[config.mk]
export PLATFORM = sky130hd
export DESIGN_NAME = dbg_scan
export DESIGN_NICKNAME = d
export VERILOG_FILES = /design/src/rtl/dbg_scan.sv
export SDC_FILE = /design/constraint.sdc
export NUM_CORES = 1
export LEC_CHECK = 0
export ABC_CLOCK_PERIOD_IN_PS = 9950
export BUFFER_PORTS_ARGS = -buffer_cell sky130_fd_sc_hd__buf_2
export CAP_MARGIN = 20
export CELL_PAD_IN_SITES_DETAIL_PLACEMENT = 0
export CELL_PAD_IN_SITES_GLOBAL_PLACEMENT = 1
export CORE_ASPECT_RATIO = 0.9
export CORE_MARGIN = 5
export CORE_UTILIZATION = 49
export DETAILED_ROUTE_END_ITERATION = 7
export GPL_TIMING_DRIVEN = 0
export PLACE_DENSITY = 0.95
export SLEW_MARGIN = 10
export SYNTH_ARGS = -nofsm -noshare
export SYNTH_HDL_FRONTEND = slang
export SYNTH_SLANG_ARGS = --single-unit
[constraint.sdc]
create_clock -name clk -period 9.95 [get_ports clk]
set_clock_uncertainty 0.2 [all_clocks]
set_input_delay 1.99 -clock clk [delete_from_list [all_inputs] [get_ports clk]]
set_output_delay 1.99 -clock clk [all_outputs]
set_load 0.01 [all_outputs]
[src/rtl/dbg_scan.sv]
// dbg_scan: walks the shared debug read port through a channel table,
// holds each address for DWELL cycles, then snapshots the selected data.
//
// state | meaning
// IDLE  | port address parked, waiting for start with a nonzero mode
// RUN   | dwelling on the current channel, capturing at dwell end
module dbg_scan #(
  parameter int N_CH  = 4,
  parameter int AW    = 8,
  parameter int DW    = 32,
  parameter int DWELL = 1,
  localparam int CW   = $clog2(N_CH)
) (
  input  logic          clk,
  input  logic          rst,
  input  logic          cfg_we,
  input  logic [CW-1:0] cfg_idx,
  input  logic [AW-1:0] cfg_addr,
  input  logic          cfg_sel,
  input  logic [1:0]    mode,
  input  logic          start,
  output logic [AW-1:0] m_rf_addr,
  input  logic [DW-1:0] rf_data,
  input  logic [DW-1:0] m_data,
  input  logic [CW-1:0] rd_idx,
  output logic [DW-1:0] rd_data,
  output logic          rd_valid,
  output logic          busy,
  output logic          sweep_done
);

  typedef enum logic {IDLE, RUN} state_t;

  localparam logic [CW-1:0] LAST     = CW'(N_CH - 1);
  localparam logic [7:0]    DWELL_M1 = 8'(DWELL - 1);

  state_t              state, state_nxt;
  logic [CW-1:0]       ch, ch_inc, launch_ch;
  logic [7:0]          dcnt;
  logic [AW-1:0]       tbl_addr [N_CH];
  logic                tbl_sel  [N_CH];
  logic [DW-1:0]       snap     [N_CH];
  logic [N_CH-1:0]     valid;
  logic                launch, retarget, count, capture;
  logic                cur_sel;
  logic [AW-1:0]       launch_addr, next_addr;
  logic [DW-1:0]       cap_data;
  logic [DW-1:0]       snap_ext  [2**CW];
  logic                valid_ext [2**CW];

  assign ch_inc    = (ch == LAST) ? '0 : ch + 1'b1;
  // step mode resumes where the last step left off; sweeps restart at 0
  assign launch_ch = (mode == 2'd3) ? ch : '0;
  assign busy      = (state == RUN);

  // state register
  always_ff @(posedge clk or posedge rst) begin
    if (rst) state <= IDLE;
    else     state <= state_nxt;
  end

  // next state and per-cycle action decode; a retarget of the live
  // channel takes priority over its capture so stale data is never sampled
  always_comb begin
    state_nxt = state;
    launch    = 1'b0;
    retarget  = 1'b0;
    count     = 1'b0;
    capture   = 1'b0;
    case (state)
      IDLE: begin
        if (start && mode != 2'd0) begin
          launch    = 1'b1;
          state_nxt = RUN;
        end
      end
      RUN: begin
        if (mode == 2'd0) begin
          state_nxt = IDLE;
        end else if (cfg_we && cfg_idx == ch) begin
          retarget = 1'b1;
        end else if (dcnt < DWELL_M1) begin
          count = 1'b1;
        end else begin
          capture = 1'b1;
          if (mode == 2'd3 || (mode == 2'd2 && ch == LAST)) state_nxt = IDLE;
        end
      end
      default: state_nxt = IDLE;
    endcase
  end

  // table lookups; a same-cycle table write bypasses into the new address
  always_comb begin
    cur_sel     = 1'b0;
    launch_addr = '0;
    next_addr   = '0;
    for (int i = 0; i < N_CH; i++) begin
      if (ch == CW'(i))        cur_sel     = tbl_sel[i];
      if (launch_ch == CW'(i)) launch_addr = tbl_addr[i];
      if (ch_inc == CW'(i))    next_addr   = tbl_addr[i];
    end
    if (cfg_we && cfg_idx == launch_ch) launch_addr = cfg_addr;
    if (cfg_we && cfg_idx == ch_inc)    next_addr   = cfg_addr;
  end

  assign cap_data = cur_sel ? m_data : rf_data;

  // datapath: table, pointer, dwell counter, port address, snapshot
  always_ff @(posedge clk or posedge rst) begin
    if (rst) begin
      ch         <= '0;
      dcnt       <= '0;
      m_rf_addr  <= '0;
      sweep_done <= 1'b0;
      valid      <= '0;
      for (int i = 0; i < N_CH; i++) begin
        tbl_addr[i] <= AW'(i);
        tbl_sel[i]  <= 1'b0;
        snap[i]     <= '0;
      end
    end else begin
      sweep_done <= 1'b0;
      for (int i = 0; i < N_CH; i++) begin
        if (cfg_we && cfg_idx == CW'(i)) begin
          tbl_addr[i] <= cfg_addr;
          tbl_sel[i]  <= cfg_sel;
        end
      end
      if (launch) begin
        ch        <= launch_ch;
        dcnt      <= '0;
        m_rf_addr <= launch_addr;
        if (mode != 2'd3) valid <= '0;
      end
      if (retarget) begin
        m_rf_addr <= cfg_addr;
        dcnt      <= '0;
      end
      if (count) dcnt <= dcnt + 8'd1;
      if (capture) begin
        for (int i = 0; i < N_CH; i++) begin
          if (ch == CW'(i)) begin
            snap[i]  <= cap_data;
            valid[i] <= 1'b1;
          end
        end
        dcnt       <= '0;
        ch         <= ch_inc;
        m_rf_addr  <= next_addr;
        sweep_done <= (ch == LAST);
      end
    end
  end

  // pad the snapshot out to the full index range so out-of-range reads give 0
  for (genvar g = 0; g < 2**CW; g++) begin : g_ext
    if (g < N_CH) begin : g_live
      assign snap_ext[g]  = snap[g];
      assign valid_ext[g] = valid[g];
    end else begin : g_pad
      assign snap_ext[g]  = '0;
      assign valid_ext[g] = 1'b0;
    end
  end

  assign rd_data  = snap_ext[rd_idx];
  assign rd_valid = valid_ext[rd_idx];

endmodule

==> results of run 1 <==
-- report_power, final --
part           internal [mW]  switching, mW  total, mW
Combinational          0.541          0.694       1.24
Sequential              1.02          0.165       1.19
Clock                  0.393          0.305      0.698
-- through the flow --
| step | utilization [%] | cells | power [mW] | hold WS, ps |
|---|---|---|---|---|
| after global routing | 58.4 | 1181 | 3.33 | 291 |
| after CTS | 58.4 | 1181 | 3.14 | 281 |
| after global placement | 54.7 | 1148 | 2.38 | 254 |
| final | 58.4 | 1181 | 3.12 | 278 |
| after floorplan | - | 787 | 2.05 | 241 |
| after detailed placement | 54.9 | 1149 | 2.43 | 265 |
-- worst min-delay path, stage by stage, from the launching register on --
cell     delay (ps)
dfrtp_1         340
nand2_1          50
nand2_1          50
-- path summary, 6_finish.rpt --
| check | from | depth (start not counted) | to | slack [ps] |
|---|---|---|---|---|
| max | rd_idx[1] | 4 | rd_data[28] | 4260 |
| min | valid[1]$_DFF_PP0_ | 2 | valid[1]$_DFF_PP0_ | 280 |
| max reg2reg | ch[1]$_DFFE_PP0P_ | 10 | snap[92]$_DFFE_PP0P_ | 7130 |
| min reg2reg | valid[1]$_DFF_PP0_ | 2 | valid[1]$_DFF_PP0_ | 280 |
| max in group asynchronous | rst | 3 | snap[71]$_DFFE_PP0P_ | 7260 |
| min in group asynchronous | rst | 2 | snap[55]$_DFFE_PP0P_ | 1390 |
-- area by class of cell --
class / instances / area [um^2] / share of cell area, %
flip-flops and latches: 180 / 4510 / 44.0
repair buffers: 122 / 633 / 6.17
well taps: 240 / 300 / 2.93
inverters: 12 / 52.6 / 0.512
clock inverters: 13 / 163 / 1.59
plain buffers: 57 / 323 / 3.15
clock buffers: 19 / 453 / 4.42
multi-input cells: 538 / 3820 / 37.3
-- synthesized netlist by cell type, types with 6 or more instances --
cell type,count,area (um^2)
a21oi_1,24,120
buf_2,30,150
buf_6,8,90.1
clkbuf_1,16,60.1
dfrtp_1,176,4400
ha_1,6,75.1
inv_1,9,33.8
mux2_2,33,372
mux2i_1,39,390
mux4_2,33,743
nand2_1,161,604
nor2_1,19,71.3
o21ai_0,27,135
o21ai_1,110,551
o221a_1,6,67.6
o22ai_1,9,56.3
-- routing by layer --
metal / track usage, % / vias up
li1: - / 3101
met1: 31.5 / 3372
met2: 36.2 / 244
met3: 5.33 / 33
met4: 6.55 / 4
met5: 0 / -
-- sequential cells by signal, summed over array words and instances (netlist names) --
register    cells
m_rf_addr       8
ch              2
sweep_done      1
busy            1
tbl_addr       32
valid           4
tbl_sel         4
snap          128
-- cells by family after synthesis --
kind of cell | after synthesis | share of synthesized area, %
DFF | 180 | 51.8
xor gates and xnor gates | 4 | 0.575
muxes | 107 | 17.6
and+or+nand+nor | 210 | 10.4
AOI/OAI and AO/OA | 211 | 14.5
buffers and inverters | 69 | 4.23
adders and majority gates | 6 | 0.863
==> metrics, run 1 <==
total grt overflow=0; TNS Setup=0 ps; Gate Count Post-Synth=787; # nets final=1017; Inserted Diodes=0; gr usage total=between 20% and 30%; final setup violation count=0; CTS clk-pin slew, worst paths=70 ps; Fillers=1468; hpwl dp=15.2 mm; critical path's top delay family=buffers and inverters; core area=0.0176 mm^2; final wirelength=approximately 22 mm; Area Overhead vs Synth=17.9%; post-route cell area=0.0103 mm^2; kind of critical path=in -> out; Post-CTS Hold Buffers=0; post-synth cell types=58; vias in the first global route=about 6700; Crit path required time=a little under 8000 ps; Worst-Skew Late Latency=approximately 430 ps; H-tree depth=4; largest net degree at the start of global routing=117; WL met3=1.63 mm; Critical Path Sink Type=output pin; First DRT Iteration DRCs=around 470; PostCTS Resize Cnt=0; Synth Register Bits=180; share of cells above drive strength 1=roughly 30%; CTS tree=done; DIE HEIGHT=136 um; RePlAce Congestion=0.839; Top FF cell, synth=dfrtp_1; min cycle time layout=5690 ps; clock sinks=180; Site Rows=46; crit path launch type=input port; Ports=126; DR top layer=met5; Tcrit/Tclk final=roughly 57%; Antenna Violating Nets Remaining=0; drt first pass iters=5; Initial Utilization=49.6%; Slew headroom=roughly 48%; Achievable Freq=176 MHz; DRC Markers=0; WP data arrival=3500 ps; met2 routed WL=10.8 mm; CTS Buf Count=17; first-pass GRT wire length=around 36 mm; syn nets=between 800 and 900; ys async rst share=100%; root buf cell=clkbuf_16; final setup margin=around 4300 ps; sequential cell area fraction in the yosys report=51.8%; power per standard cell area=around 300 mW/mm^2; worst min path class=reg -> reg; IR drop worst, VDD=around 140 uV; EDFF count, synth=0; Pins Over Slew Limit=0; DR WL/cell=18.9 um; most common cell after layout, fill and taps aside=dfrtp_1; final hold violations=0; PortBufs=~120; total number of vias=around 6800; worst-margin pin slew=783 ps; status=finished, final reports clean; Crit Path Max Fanout=10; DP Worst Slack=4230 ps; CP Buf/Inv Count=3; max cap viols=0; Post-Synthesis Cell Area=a little under 0.009 mm^2; full die area=roughly 0.021 mm^2; most used cell, CP=clkbuf_1; average size of a mapped cell=roughly 11 um^2; slowest CP cell=clkbuf_1; RSZ-0062 raised after global routing=no; Placement Cell Area=approximately 0.0096 mm^2; crit-path cells=clkbuf_1 > clkbuf_1 > mux4_2 > buf_2; antenna violations before repair=2; Die Wd=between 150 and 200 um; Synthesis Warnings=0; clk buf depth=2; commonest non-fill, non-tap cells in the layout=dfrtp_1 (176), nand2_1 (161), buf_2 (151); met1 wire length=roughly 9.6 mm; routed vias/inst=approximately 5.7; max incr delay on CP=between 500 and 600 ps; Leak=about 4.7 nW; Post-CTS Setup Inserts=0
(Power assumes the default switching activity.)
==> run 2, diff against run 1 <==
ABC_CLOCK_PERIOD_IN_PS = 5600   (was 9950)
CORE_UTILIZATION = 45   (was 49)
PLACE_DENSITY = 0.89   (was 0.95)
clock period = 5.6 ns   (was 9.95 ns; I/O delays follow)
==> metrics, run 2 (synthesized netlist as in run 1, its figures left out) <==
CTS tree=done; min cycle time layout=between 4000 and 5000 ps; DR WL/cell=18.6 um (-1.7%); clock sinks=180 (unchanged); Antenna Violating Nets Remaining=0 (unchanged); gr usage total=20.7% (-2.1 points); Post-CTS Hold Buffers=0 (unchanged); CTS Buf Count=17 (unchanged); most used cell, CP=buf_2; slowest CP cell=mux4_2; Core Util, Final=54.0% (-4.5 points); RSZ-0062 raised after global routing=no; worst-margin pin slew=811 ps (+28.1 ps); core area=0.0191 mm^2 (+8.8%); final setup violation count=0 (unchanged); CP Buf/Inv Count=3 (unchanged); Worst-Skew Late Latency=430 ps (about the same); Crit path required time=4280 ps (-3480 ps); Initial Utilization=45.6% (-4.0 points); Placed Cells=1163 (+1.2%); Pins Over Slew Limit=0 (unchanged); # nets final=1021 (+0.39%); total grt overflow=0 (unchanged); Area Overhead vs Synth=18.5%; worst min path class=reg -> reg; CTS clk-pin slew, worst paths=60 ps (about the same); hpwl dp=15.3 mm (+0.85%); crit-path cells=clkbuf_1 > buf_2 > mux4_2 > buf_2; root buf cell=clkbuf_16; largest registers=snap x128, tbl_addr x32, m_rf_addr x8; Post-CTS Setup Inserts=0 (unchanged); status=finished, final reports clean; kind of critical path=in -> out; max incr delay on CP=600 ps (+30 ps); Critical Path Sink Type=output pin; critical path's top delay family=buffers and inverters; Die Wd=157 um (+4.1%); Site Rows=48 (+4.3%); Leak=4.70 nW (+0.13%); PortBufs=121 (unchanged); Ports=126 (unchanged); Inserted Diodes=0 (unchanged); Achievable Freq=roughly 250 MHz; IR drop worst, VDD=262 uV (+81%); crit path launch type=input port; final wirelength=22.2 mm (-0.52%); post-route cell area=0.0103 mm^2 (+0.50%); total number of vias=6705 (-0.73%); TNS Setup=0 ps (unchanged); Fillers=1723 (+17%); Crit Path Max Fanout=10 (unchanged); Tcrit/Tclk final=72.0%; max FFs per register=128 (unchanged); WP data arrival=2710 ps (-790 ps); DRC Markers=0 (unchanged); power per standard cell area=531 mW/mm^2 (+74%); DIE HEIGHT=142 um (+4.0%); vias in the first global route=6884 (+2.1%); commonest non-fill, non-tap cells in the layout=dfrtp_1 (176), nand2_1 (161), buf_2 (151); largest net degree at the start of global routing=39 (-67%); Slew headroom=45.7% (-1.9 points); H-tree depth=4 (unchanged); Post-Layout Cell Count=1195 (+1.2%); Placement Cell Area=0.00973 mm^2 (+0.92%); Biggest register=snap; antenna violations before repair=1 (-1); max cap viols=0 (unchanged); final hold violations=0 (unchanged); most common cell after layout, fill and taps aside=dfrtp_1; PostCTS Resize Cnt=0 (unchanged); Pwr Total=5.47 mW (+75%); first-pass GRT wire length=35.9 mm (-0.42%); drt first pass iters=5 (unchanged); RePlAce Congestion=0.831 (-0.99%); clk buf depth=2 (unchanged); First DRT Iteration DRCs=398 (-16%); routed vias/inst=5.61 (-1.9%); full die area=0.0222 mm^2 (+8.3%); share of cells above drive strength 1=30.6% (+0.19 points)
[run 2: cell types whose count changed in the layout (fill, tap and decap cells not counted)]
cell,before,now
buf_12,0,4
clkinvlp_4,1,4
inv_8,4,1
inv_6,4,2
bufinv_16,2,1
clkbuf_1,16,17
clkinv_2,0,1
clkinv_4,3,4
[run 2: final timing paths]
path,slack [ps],to,from,cells after the start
hold / removal,280,snap[69]$_DFFE_PP0P_,snap[69]$_DFFE_PP0P_,2
hold reg to reg,280,snap[69]$_DFFE_PP0P_,snap[69]$_DFFE_PP0P_,2
max in group asynchronous,3800,snap[56]$_DFFE_PP0P_,rst,4
setup reg to reg,2750,snap[92]$_DFFE_PP0P_,ch[1]$_DFFE_PP0P_,10
min in group asynchronous,570,m_rf_addr[7]$_DFFE_PP0P_,rst,2
setup / recovery,1570,rd_data[29],rd_idx[0],4
[run 2: layout make-up]
class | count | area, um^2 | area share, %
clock buffers | 20 | 457 | 4.43
well taps | 250 | 313 | 3.03
flip-flops and latches | 180 | 4510 | 43.7
plain buffers | 57 | 323 | 3.13
clock inverters | 12 | 121 | 1.18
multi-input cells | 538 | 3820 | 37.1
repair buffers | 126 | 713 | 6.92
inverters | 12 | 48.8 | 0.473
[run 2: worst reg2reg max path: stages (launching register included)]
cell and delay [ps]:
dfrtp_1 470, buf_6 190, inv_2 150, ha_1 330, a21oi_1 100, o21ai_1 80, a22o_1 130, buf_2 220
buf_6 220, mux2i_1 490, o21ai_1 140
[run 2: power by group]
group / internal [mW] / switching [mW] / leakage, nW / total [mW]
combinational: 0.967 / 1.24 / 2.20 / 2.20
clock: 0.644 / 0.523 / 0.275 / 1.17
sequential: 1.82 / 0.280 / 2.23 / 2.10
total: 3.43 / 2.04 / 4.70 / 5.47
[run 2: metrics by stage]
step / hold WS, ps / setup WS [ps]
global placement: 256 / 865
finish: 281 / 1570
detailed placement: 263 / 1560
floorplan: 241 / 1970
CTS: 282 / 1540
global route: 295 / 1460
[run 2: per-layer routing]
layer	vias to the layer above	GRT usage [%]	wire length (um)
met5	-	0	13
met4	2	6.80	427
met3	36	5.95	1430
met2	203	32.5	10600
met1	3349	27.8	9800
li1	3115	-	-
